**src/rtl/hazard_forward_ctrl_if.sv**
```systemverilog
`default_nettype none
// ============================================================================
// Module   : hazard_forward_ctrl_if
// Brief    : ID-stage hazard/forwarding bus; HAZARD_PERF_EN adds stall counters
// Revision : 1.0 - initial release
// ============================================================================
interface hazard_forward_ctrl_if #(
    parameter int REG_W      = 5,
    parameter int NUM_SRC    = 2,
    parameter int FWD_STAGES = 3,
    parameter int SEL_W      = $clog2(FWD_STAGES + 1)
);
    logic [FWD_STAGES-1:0]       stageEn;
    logic [FWD_STAGES-1:0]       stageLoad;
    logic [FWD_STAGES*REG_W-1:0] stageReg;
    logic [NUM_SRC*REG_W-1:0]    srcReg;
    logic [NUM_SRC-1:0]          srcUsed;
    logic                        mdStart;
    logic                        flushIn;
    logic [NUM_SRC*SEL_W-1:0]    fwdSel;
    logic                        pcWrite;
    logic                        ifidWrite;
    logic                        idexWrite;
    logic                        bubbleID;
    logic                        bubbleEX;
    logic                        ifidFlush;
    logic                        mdBusy;
    logic                        mdDone;
`ifdef HAZARD_PERF_EN
    logic [31:0]                 loadStallCnt;
    logic [31:0]                 mdStallCnt;
`endif

    modport master (
        output stageEn, stageLoad, stageReg, srcReg, srcUsed, mdStart, flushIn,
        input  fwdSel, pcWrite, ifidWrite, idexWrite, bubbleID, bubbleEX,
               ifidFlush, mdBusy, mdDone
`ifdef HAZARD_PERF_EN
        , input loadStallCnt, mdStallCnt
`endif
    );

    modport slave (
        input  stageEn, stageLoad, stageReg, srcReg, srcUsed, mdStart, flushIn,
        output fwdSel, pcWrite, ifidWrite, idexWrite, bubbleID, bubbleEX,
               ifidFlush, mdBusy, mdDone
`ifdef HAZARD_PERF_EN
        , output loadStallCnt, mdStallCnt
`endif
    );
endinterface
`default_nettype wire

```
**src/rtl/hazard_forward_ctrl.sv**
```systemverilog
`default_nettype none
// ============================================================================
// Module   : hazard_forward_ctrl
// Brief    : Forwarding selects, load-use stall, mul/div stall sequencer and
//            flush gating. Optional macro HAZARD_PERF_EN adds stall counters.
// Revision : 1.0 - initial release
// ============================================================================
module hazard_forward_ctrl #(
    parameter int REG_W      = 5,
    parameter int NUM_SRC    = 2,
    parameter int FWD_STAGES = 3,
    parameter int LOAD_LAT   = 1,
    parameter int MD_LAT     = 4,
    parameter int SEL_W      = $clog2(FWD_STAGES + 1)
) (
    input  logic                  clk,
    input  logic                  reset_n,
    hazard_forward_ctrl_if.slave  bus
);
    localparam int               c_CNT_W   = (MD_LAT > 2) ? $clog2(MD_LAT) : 1;
    localparam logic [c_CNT_W-1:0] c_MD_INIT = c_CNT_W'(MD_LAT - 1);
    localparam logic [c_CNT_W-1:0] c_ONE     = c_CNT_W'(1);

    typedef enum logic [0:0] {
        ST_RUN     = 1'b0,
        ST_MD_BUSY = 1'b1
    } state_t;

    state_t               r_state;
    state_t               w_nextState;
    logic [c_CNT_W-1:0]   r_mdCnt;
    logic [c_CNT_W-1:0]   w_nextCnt;
    logic [NUM_SRC-1:0]   w_srcHaz;
    logic                 w_loadHazard;
    logic                 w_pcWrite;
    logic                 w_ifidWrite;
    logic                 w_idexWrite;
    logic                 w_bubbleID;
    logic                 w_bubbleEX;
    logic                 w_ifidFlush;

    // Descending scan so the nearest (lowest-numbered) matching stage wins.
    for (genvar i = 0; i < NUM_SRC; i++) begin : g_src
        logic [REG_W-1:0] w_src;
        logic [SEL_W-1:0] w_sel;
        logic             w_ldHit;

        assign w_src = bus.srcReg[i*REG_W +: REG_W];

        always_comb begin
            w_sel   = '0;
            w_ldHit = 1'b0;
            for (int k = FWD_STAGES; k >= 1; k--) begin
                if (bus.stageEn[k-1] && (w_src != '0) &&
                    (bus.stageReg[(k-1)*REG_W +: REG_W] == w_src)) begin
                    w_sel   = SEL_W'(k);
                    w_ldHit = bus.stageLoad[k-1] && (k <= LOAD_LAT);
                end
            end
        end

        assign bus.fwdSel[i*SEL_W +: SEL_W] = w_sel;
        assign w_srcHaz[i] = bus.srcUsed[i] && w_ldHit;
    end

    assign w_loadHazard = |w_srcHaz;

    always_ff @(posedge clk) begin
        if (!reset_n) begin
            r_state <= ST_RUN;
            r_mdCnt <= '0;
        end else begin
            r_state <= w_nextState;
            r_mdCnt <= w_nextCnt;
        end
    end

    always_comb begin
        w_nextState = r_state;
        w_nextCnt   = r_mdCnt;
        w_pcWrite   = 1'b1;
        w_ifidWrite = 1'b1;
        w_idexWrite = 1'b1;
        w_bubbleID  = 1'b0;
        w_bubbleEX  = 1'b0;
        w_ifidFlush = bus.flushIn;
        case (r_state)
            ST_RUN: begin
                if (bus.mdStart) begin
                    w_nextState = ST_MD_BUSY;
                    w_nextCnt   = c_MD_INIT;
                end
                if (w_loadHazard) begin
                    w_pcWrite   = 1'b0;
                    w_ifidWrite = 1'b0;
                    w_bubbleID  = 1'b1;
                    w_ifidFlush = 1'b0;
                end
            end
            ST_MD_BUSY: begin
                w_nextCnt = r_mdCnt - c_ONE;
                if (r_mdCnt == c_ONE) begin
                    w_nextState = ST_RUN;
                end
                w_pcWrite   = 1'b0;
                w_ifidWrite = 1'b0;
                w_idexWrite = 1'b0;
                w_bubbleEX  = 1'b1;
                w_ifidFlush = 1'b0;
            end
            default: begin
                w_nextState = ST_RUN;
            end
        endcase
    end

    assign bus.pcWrite   = w_pcWrite;
    assign bus.ifidWrite = w_ifidWrite;
    assign bus.idexWrite = w_idexWrite;
    assign bus.bubbleID  = w_bubbleID;
    assign bus.bubbleEX  = w_bubbleEX;
    assign bus.ifidFlush = w_ifidFlush;
    assign bus.mdBusy    = (r_state == ST_MD_BUSY);
    assign bus.mdDone    = (r_state == ST_MD_BUSY) && (r_mdCnt == c_ONE);

`ifdef HAZARD_PERF_EN
    logic [31:0] r_loadStallCnt;
    logic [31:0] r_mdStallCnt;

    always_ff @(posedge clk) begin
        if (!reset_n) begin
            r_loadStallCnt <= '0;
            r_mdStallCnt   <= '0;
        end else begin
            if ((r_state == ST_RUN) && w_loadHazard && (r_loadStallCnt != 32'hFFFF_FFFF)) begin
                r_loadStallCnt <= r_loadStallCnt + 32'd1;
            end
            if ((r_state == ST_MD_BUSY) && (r_mdStallCnt != 32'hFFFF_FFFF)) begin
                r_mdStallCnt <= r_mdStallCnt + 32'd1;
            end
        end
    end

    assign bus.loadStallCnt = r_loadStallCnt;
    assign bus.mdStallCnt   = r_mdStallCnt;
`endif
endmodule
`default_nettype wire

```
**src/flat_wrapper.sv**
```systemverilog
// flat-port wrapper written by rule: the top's interface ports become plain ports
module hazard_forward_ctrl_flat 
#(
    parameter int REG_W      = 5,
    parameter int NUM_SRC    = 2,
    parameter int FWD_STAGES = 3,
    parameter int LOAD_LAT   = 1,
    parameter int MD_LAT     = 4,
    parameter int SEL_W      = $clog2(FWD_STAGES + 1)
)
  (clk, reset_n, bus_stageEn, bus_stageLoad, bus_stageReg, bus_srcReg, bus_srcUsed, bus_mdStart, bus_flushIn, bus_fwdSel, bus_pcWrite, bus_ifidWrite, bus_idexWrite, bus_bubbleID, bus_bubbleEX, bus_ifidFlush, bus_mdBusy, bus_mdDone);
  hazard_forward_ctrl_if #(.REG_W(REG_W), .NUM_SRC(NUM_SRC), .FWD_STAGES(FWD_STAGES), .SEL_W(SEL_W)) bus_i ();
  input  logic clk;
  input  logic reset_n;
  input wire logic [$bits(bus_i.stageEn)-1:0] bus_stageEn;
  input wire logic [$bits(bus_i.stageLoad)-1:0] bus_stageLoad;
  input wire logic [$bits(bus_i.stageReg)-1:0] bus_stageReg;
  input wire logic [$bits(bus_i.srcReg)-1:0] bus_srcReg;
  input wire logic [$bits(bus_i.srcUsed)-1:0] bus_srcUsed;
  input wire logic [$bits(bus_i.mdStart)-1:0] bus_mdStart;
  input wire logic [$bits(bus_i.flushIn)-1:0] bus_flushIn;
  output wire logic [$bits(bus_i.fwdSel)-1:0] bus_fwdSel;
  output wire logic [$bits(bus_i.pcWrite)-1:0] bus_pcWrite;
  output wire logic [$bits(bus_i.ifidWrite)-1:0] bus_ifidWrite;
  output wire logic [$bits(bus_i.idexWrite)-1:0] bus_idexWrite;
  output wire logic [$bits(bus_i.bubbleID)-1:0] bus_bubbleID;
  output wire logic [$bits(bus_i.bubbleEX)-1:0] bus_bubbleEX;
  output wire logic [$bits(bus_i.ifidFlush)-1:0] bus_ifidFlush;
  output wire logic [$bits(bus_i.mdBusy)-1:0] bus_mdBusy;
  output wire logic [$bits(bus_i.mdDone)-1:0] bus_mdDone;
  assign bus_i.stageEn = bus_stageEn;
  assign bus_i.stageLoad = bus_stageLoad;
  assign bus_i.stageReg = bus_stageReg;
  assign bus_i.srcReg = bus_srcReg;
  assign bus_i.srcUsed = bus_srcUsed;
  assign bus_i.mdStart = bus_mdStart;
  assign bus_i.flushIn = bus_flushIn;
  assign bus_fwdSel = bus_i.fwdSel;
  assign bus_pcWrite = bus_i.pcWrite;
  assign bus_ifidWrite = bus_i.ifidWrite;
  assign bus_idexWrite = bus_i.idexWrite;
  assign bus_bubbleID = bus_i.bubbleID;
  assign bus_bubbleEX = bus_i.bubbleEX;
  assign bus_ifidFlush = bus_i.ifidFlush;
  assign bus_mdBusy = bus_i.mdBusy;
  assign bus_mdDone = bus_i.mdDone;
  hazard_forward_ctrl #(.REG_W(REG_W), .NUM_SRC(NUM_SRC), .FWD_STAGES(FWD_STAGES), .LOAD_LAT(LOAD_LAT), .MD_LAT(MD_LAT), .SEL_W(SEL_W)) u_core (.clk(clk), .reset_n(reset_n), .bus(bus_i));
endmodule
```
**config.mk**
```make
export PLATFORM = sky130hd
export DESIGN_NAME = hazard_forward_ctrl_flat
export DESIGN_NICKNAME = d
export VERILOG_FILES = /design/src/rtl/hazard_forward_ctrl_if.sv /design/src/rtl/hazard_forward_ctrl.sv /design/src/flat_wrapper.sv
export SDC_FILE = /design/constraint.sdc
export NUM_CORES = 1
export LEC_CHECK = 0
export ABC_AREA = 0
export CAP_MARGIN = 30
export CORE_MARGIN = 4
export CORE_UTILIZATION = 33
export CTS_CLUSTER_SIZE = 40
export DETAILED_ROUTE_END_ITERATION = 8
export GPL_TIMING_DRIVEN = 0
export PLACE_DENSITY_LB_ADDON = 0.05
export SYNTH_ARGS = -nofsm -noshare
export SYNTH_HDL_FRONTEND = slang
export SYNTH_SLANG_ARGS = --single-unit
```
**constraint.sdc**
```tcl
create_clock -name clk -period 2.35 [get_ports clk]
set_clock_uncertainty 0.05 [all_clocks]
set_input_delay 0.47 -clock clk [delete_from_list [all_inputs] [get_ports clk]]
set_output_delay 0.47 -clock clk [all_outputs]
set_load 0.01 [all_outputs]
```
==> flow_summary.html <==
<table>
<tr><th>Metric</th><th>Value</th></tr>
<tr><th colspan="2">CTS</th></tr>
<tr><td>Insertion delay to the later sink of the worst-skew pair</td><td>0.23 ns</td></tr>
<tr><td>TritonCTS buffer count</td><td>3</td></tr>
<tr><td>Clk sink count</td><td>3</td></tr>
<tr><td>Clk slew on worst S/H paths</td><td>0.03 ns</td></tr>
<tr><td>Cell at the root of the clock tree</td><td>clkbuf_4</td></tr>
<tr><td>Depth of the CTS H-tree</td><td>1</td></tr>
<tr><td>Post-cts hold buffer count</td><td>0</td></tr>
<tr><td>Buffers from clock root to sink, at most</td><td>2</td></tr>
<tr><td>Clock tree from TritonCTS</td><td>done</td></tr>
<tr><th colspan="2">Critical path</th></tr>
<tr><td>Count of cells along the worst register-to-register path</td><td>4</td></tr>
<tr><td>Slowest-stage cell, CP</td><td>or4_4</td></tr>
<tr><td>Top Family by Delay on Critical Path</td><td>simple AND/OR/NAND/NOR gates</td></tr>
<tr><td>Endpoint type of the worst setup path</td><td>primary output</td></tr>
<tr><td>Crit. path cell count</td><td>6</td></tr>
<tr><td>Worst path cell trace</td><td>buf_8 &gt; or4_4 &gt; a21oi_4 &gt; nor3_4 &gt; nor4b_2 &gt; buf_2</td></tr>
<tr><td>Required time of the critical path</td><td>1.83 ns</td></tr>
<tr><td>Worst Setup SP</td><td>bus_srcReg[8]</td></tr>
<tr><td>Critical R2R Launch</td><td>u_core.bus.mdBusy</td></tr>
<tr><td>Crit path capture</td><td>bus_ifidFlush</td></tr>
<tr><td>FF-to-FF setup slack</td><td>1.24 ns</td></tr>
<tr><td>Critical path launch point type</td><td>input port</td></tr>
<tr><td>Data arrival time of the worst path</td><td>1.78 ns</td></tr>
<tr><td>Endpoint of the most critical register-to-register path</td><td>u_core.bus.mdBusy</td></tr>
<tr><td>Largest stage delay on the critical path</td><td>0.55 ns</td></tr>
<tr><td>Startpoint-to-endpoint class of the critical path</td><td>in2out</td></tr>
<tr><td>Maximum fanout count along the critical path</td><td>4</td></tr>
<tr><td>Buffers and inverters on the worst path</td><td>2</td></tr>
<tr><th colspan="2">GRT</th></tr>
<tr><td>Wire length of the first global-routing pass</td><td>3220 um</td></tr>
<tr><td>Pin count of the biggest net entering global routing</td><td>10</td></tr>
<tr><td>Antenna violations before repair</td><td>0</td></tr>
<tr><td>Global router's overall resource usage</td><td>15.4%</td></tr>
<tr><td>Via count of the first global-routing pass</td><td>738</td></tr>
<tr><td>Total overflow reported by the global router</td><td>0</td></tr>
<tr><th colspan="2">Final layout</th></tr>
<tr><td>Number of antenna repair diodes</td><td>0</td></tr>
<tr><td>Number of fillers in the final layout</td><td>171</td></tr>
<tr><td>Final Non-Filler Cells</td><td>161</td></tr>
<tr><td>Area used by multi-input combinational logic</td><td>627 um2</td></tr>
<tr><td>Post-synthesis to final-layout area growth</td><td>83.2%</td></tr>
<tr><td>Sequential cell area</td><td>60.1 um2</td></tr>
<tr><td>Share of final-layout standard cells stronger than drive strength 1</td><td>30.9%</td></tr>
<tr><td>Non-Filler Cell Area, Final</td><td>1190 um2</td></tr>
<tr><td>Net total in the final layout</td><td>175</td></tr>
<tr><th colspan="2">Timing</th></tr>
<tr><td>Slew margin rel.</td><td>78.3%</td></tr>
<tr><td>Final critical path time including I/O delays and setup</td><td>2.30 ns</td></tr>
<tr><td>Setup-failing EPs final</td><td>0</td></tr>
<tr><td>Slew at the pin closest to its max-slew limit</td><td>0.324 ns</td></tr>
<tr><td>Final Hold Fails</td><td>0</td></tr>
<tr><td>Setup tns final</td><td>0 ns</td></tr>
<tr><td>Fin. max-slew vios</td><td>0</td></tr>
<tr><td>FMAX</td><td>435 MHz</td></tr>
<tr><td>Fin crit share</td><td>97.8%</td></tr>
<tr><td>Setup repair after global routing missed its margin</td><td>yes</td></tr>
<tr><th colspan="2">Route</th></tr>
<tr><td>Number of search-and-repair iterations in the first detailed-routing pass</td><td>4</td></tr>
<tr><td>Vias per cell</td><td>4.88</td></tr>
<tr><td>Wirelength, routed</td><td>2070 um</td></tr>
<tr><td>Average wire length per cell after detail routing</td><td>12.9 um</td></tr>
<tr><td>Count of vias placed by the detailed router</td><td>786</td></tr>
<tr><td>Detailed-route DRC error count</td><td>0</td></tr>
<tr><td>Routed Antenna Nets</td><td>0</td></tr>
<tr><td>Drt initial violations</td><td>9</td></tr>
<tr><th colspan="2">Synthesis</th></tr>
<tr><td>Count of unique library cells instantiated by Yosys</td><td>25</td></tr>
<tr><td>Per-instance average area after synthesis</td><td>7.73 um2</td></tr>
<tr><td>Top cell type by total area after synthesis</td><td>xnor2_1</td></tr>
<tr><td>Seq cells post-synth</td><td>3</td></tr>
<tr><td>Sequential fraction of the synthesis area</td><td>9.25%</td></tr>
<tr><td>Warning count from the yosys run</td><td>0</td></tr>
<tr><td>Nets in the synthesized netlist</td><td>122</td></tr>
<tr><td>Count of flip-flops with a built-in enable after synthesis</td><td>0</td></tr>
<tr><td>Fraction of registers with async set/reset</td><td>0%</td></tr>
<tr><td>Most common cell in the netlist</td><td>xnor2_1</td></tr>
<tr><td>Most common flop cell mapped by yosys</td><td>dfxtp_1</td></tr>
<tr><td>Cell area after technology mapping</td><td>649 um2</td></tr>
<tr><td>Top-area cell type share of the netlist area</td><td>33.7%</td></tr>
<tr><td>Synth Instances</td><td>84</td></tr>
<tr><td>Largest cells by area after synthesis</td><td>xnor2_1, dfxtp_1, xor2_1, nand4_1, nor3_1</td></tr>
<tr><td>Synth cell count leaders</td><td>xnor2_1, nor2_1, nor3_1</td></tr>
<tr><th colspan="2">Hold path</th></tr>
<tr><td>Hold Path Class</td><td>reg2reg</td></tr>
<tr><th colspan="2">Run status</th></tr>
<tr><td>Outcome</td><td>completed</td></tr>
<tr><th colspan="2">Power</th></tr>
<tr><td>Pwr Density</td><td>293 nW/um2</td></tr>
<tr><td>Leakage power</td><td>0.524 nW</td></tr>
<tr><td>Maximum ir drop on the vdd rail</td><td>265 uV</td></tr>
<tr><th colspan="2">Floorplanning</th></tr>
<tr><td>DIE HEIGHT</td><td>52.4 um</td></tr>
<tr><td>Rows</td><td>15</td></tr>
<tr><td>Starting density of the core</td><td>36.0%</td></tr>
<tr><td>Num ports</td><td>49</td></tr>
<tr><td>Horizontal die dimension</td><td>52.4 um</td></tr>
<tr><td>Total core area</td><td>1800 um2</td></tr>
<tr><td>Overall die area</td><td>2740 um2</td></tr>
<tr><th colspan="2">Placement</th></tr>
<tr><td>Placed cell count</td><td>154</td></tr>
<tr><td>Final GP Congestion</td><td>0.760</td></tr>
<tr><td>Cell Area, Placed</td><td>1130 um2</td></tr>
<tr><td>Count of input and output buffers</td><td>45</td></tr>
<tr><td>DP Wirelength</td><td>1740 um</td></tr>
<tr><th colspan="2">Flow run</th></tr>
<tr><td>Number of max-cap violations</td><td>0</td></tr>
</table>
## report_power, final
part	total [W]	internal (W)	switching, W
clock	0.0000870	0.0000634	0.0000236
combinational	0.000199	0.000113	0.0000864
sequential	0.0000631	0.0000566	0.00000651
## state kept, by name, indices dropped and copies added (netlist names)
| signal | count |
|---|---|
| u_core.bus.mdBusy | 1 |
| u_core.r_mdCnt | 2 |
## layout by cell type (no fill, tap or decap), types with 2 or more instances in the layout
cell	instances
a22o_1	2
a22oi_1	2
and2_1	3
buf_2	11
buf_4	5
buf_6	3
buf_8	2
clkbuf_2	2
clkbuf_4	3
clkdlybuf4s50_1	11
dfxtp_1	3
dlygate4sd2_1	13
dlymetal6s2s_1	3
inv_1	2
nand2_1	5
nand3_1	2
nand4_1	5
nor2_1	4
nor2_2	3
nor3_1	4
nor3_4	2
o21ai_0	2
or3_1	2
or4_4	4
xnor2_1	23
xnor2_2	2
xor2_1	4
## layer usage
metal / up-vias / GRT usage (%) / routed length, um
met3: 0 / 2.85 / 166
met2: 28 / 26.2 / 1010
met4: 0 / 3.83 / 0
met5: - / 0 / 0
met1: 356 / 19.6 / 899
li1: 402 / - / -
## worst reg2reg max path, cell delays in order (launching register included)
cell     delay, ns
dfxtp_1       0.50
inv_1         0.15
nand2_1       0.07
o21ai_0       0.06
and2_1        0.16
## repair_timing
action                                  4_1_cts  5_1_grt
pin swaps                                    13       11
setup buffers                                 0        3
gates resized for setup                     102        8
endpoints found under the setup margin        8        8
## area by class of cell
type	count	area share, %
inverters	2	0.631
multi-input cells	76	52.7
well taps	25	2.63
repair buffers	48	35.1
flip-flops and latches	3	5.05
clock buffers	4	2.21
plain buffers	3	1.68
## metrics by stage
step                setup WS (ns)  utilization [%]  hold slack, ns  total power [W]
floorplan                  0.0515                -           0.409         0.000150
global placement           -0.897             62.8           0.435         0.000257
detailed placement         -0.920             62.8           0.454         0.000261
CTS                      -0.00840             64.1           0.460         0.000351
global route             -0.00804             66.0           0.506         0.000375
finish                     0.0521             66.0           0.467         0.000349
## how the worst min path moves through the flow
stage / start / to / depth (start not counted)
2_1_floorplan: u_core.r_mdCnt[1] / u_core.r_mdCnt[1] / 2
3_3_place_gp: u_core.r_mdCnt[1] / u_core.r_mdCnt[1] / 2
3_5_place_dp: u_core.r_mdCnt[1] / u_core.r_mdCnt[1] / 2
4_1_cts: u_core.r_mdCnt[1] / u_core.r_mdCnt[1] / 2
5_1_grt: u_core.r_mdCnt[1] / u_core.r_mdCnt[1] / 2
6_report: u_core.r_mdCnt[1] / u_core.r_mdCnt[1] / 2
## logic make-up (layout without fill, tap and decap cells)
group,after synthesis,in the layout,synth area share [%]
simple gates,37,37,33.5
xor+xnor,29,29,39.1
compound gates,9,9,12.1
buf+inv,5,57,4.05
flops,3,3,9.25
fa+ha+maj,1,1,1.93
No activity file was read; power rests on OpenSTA's default activity.
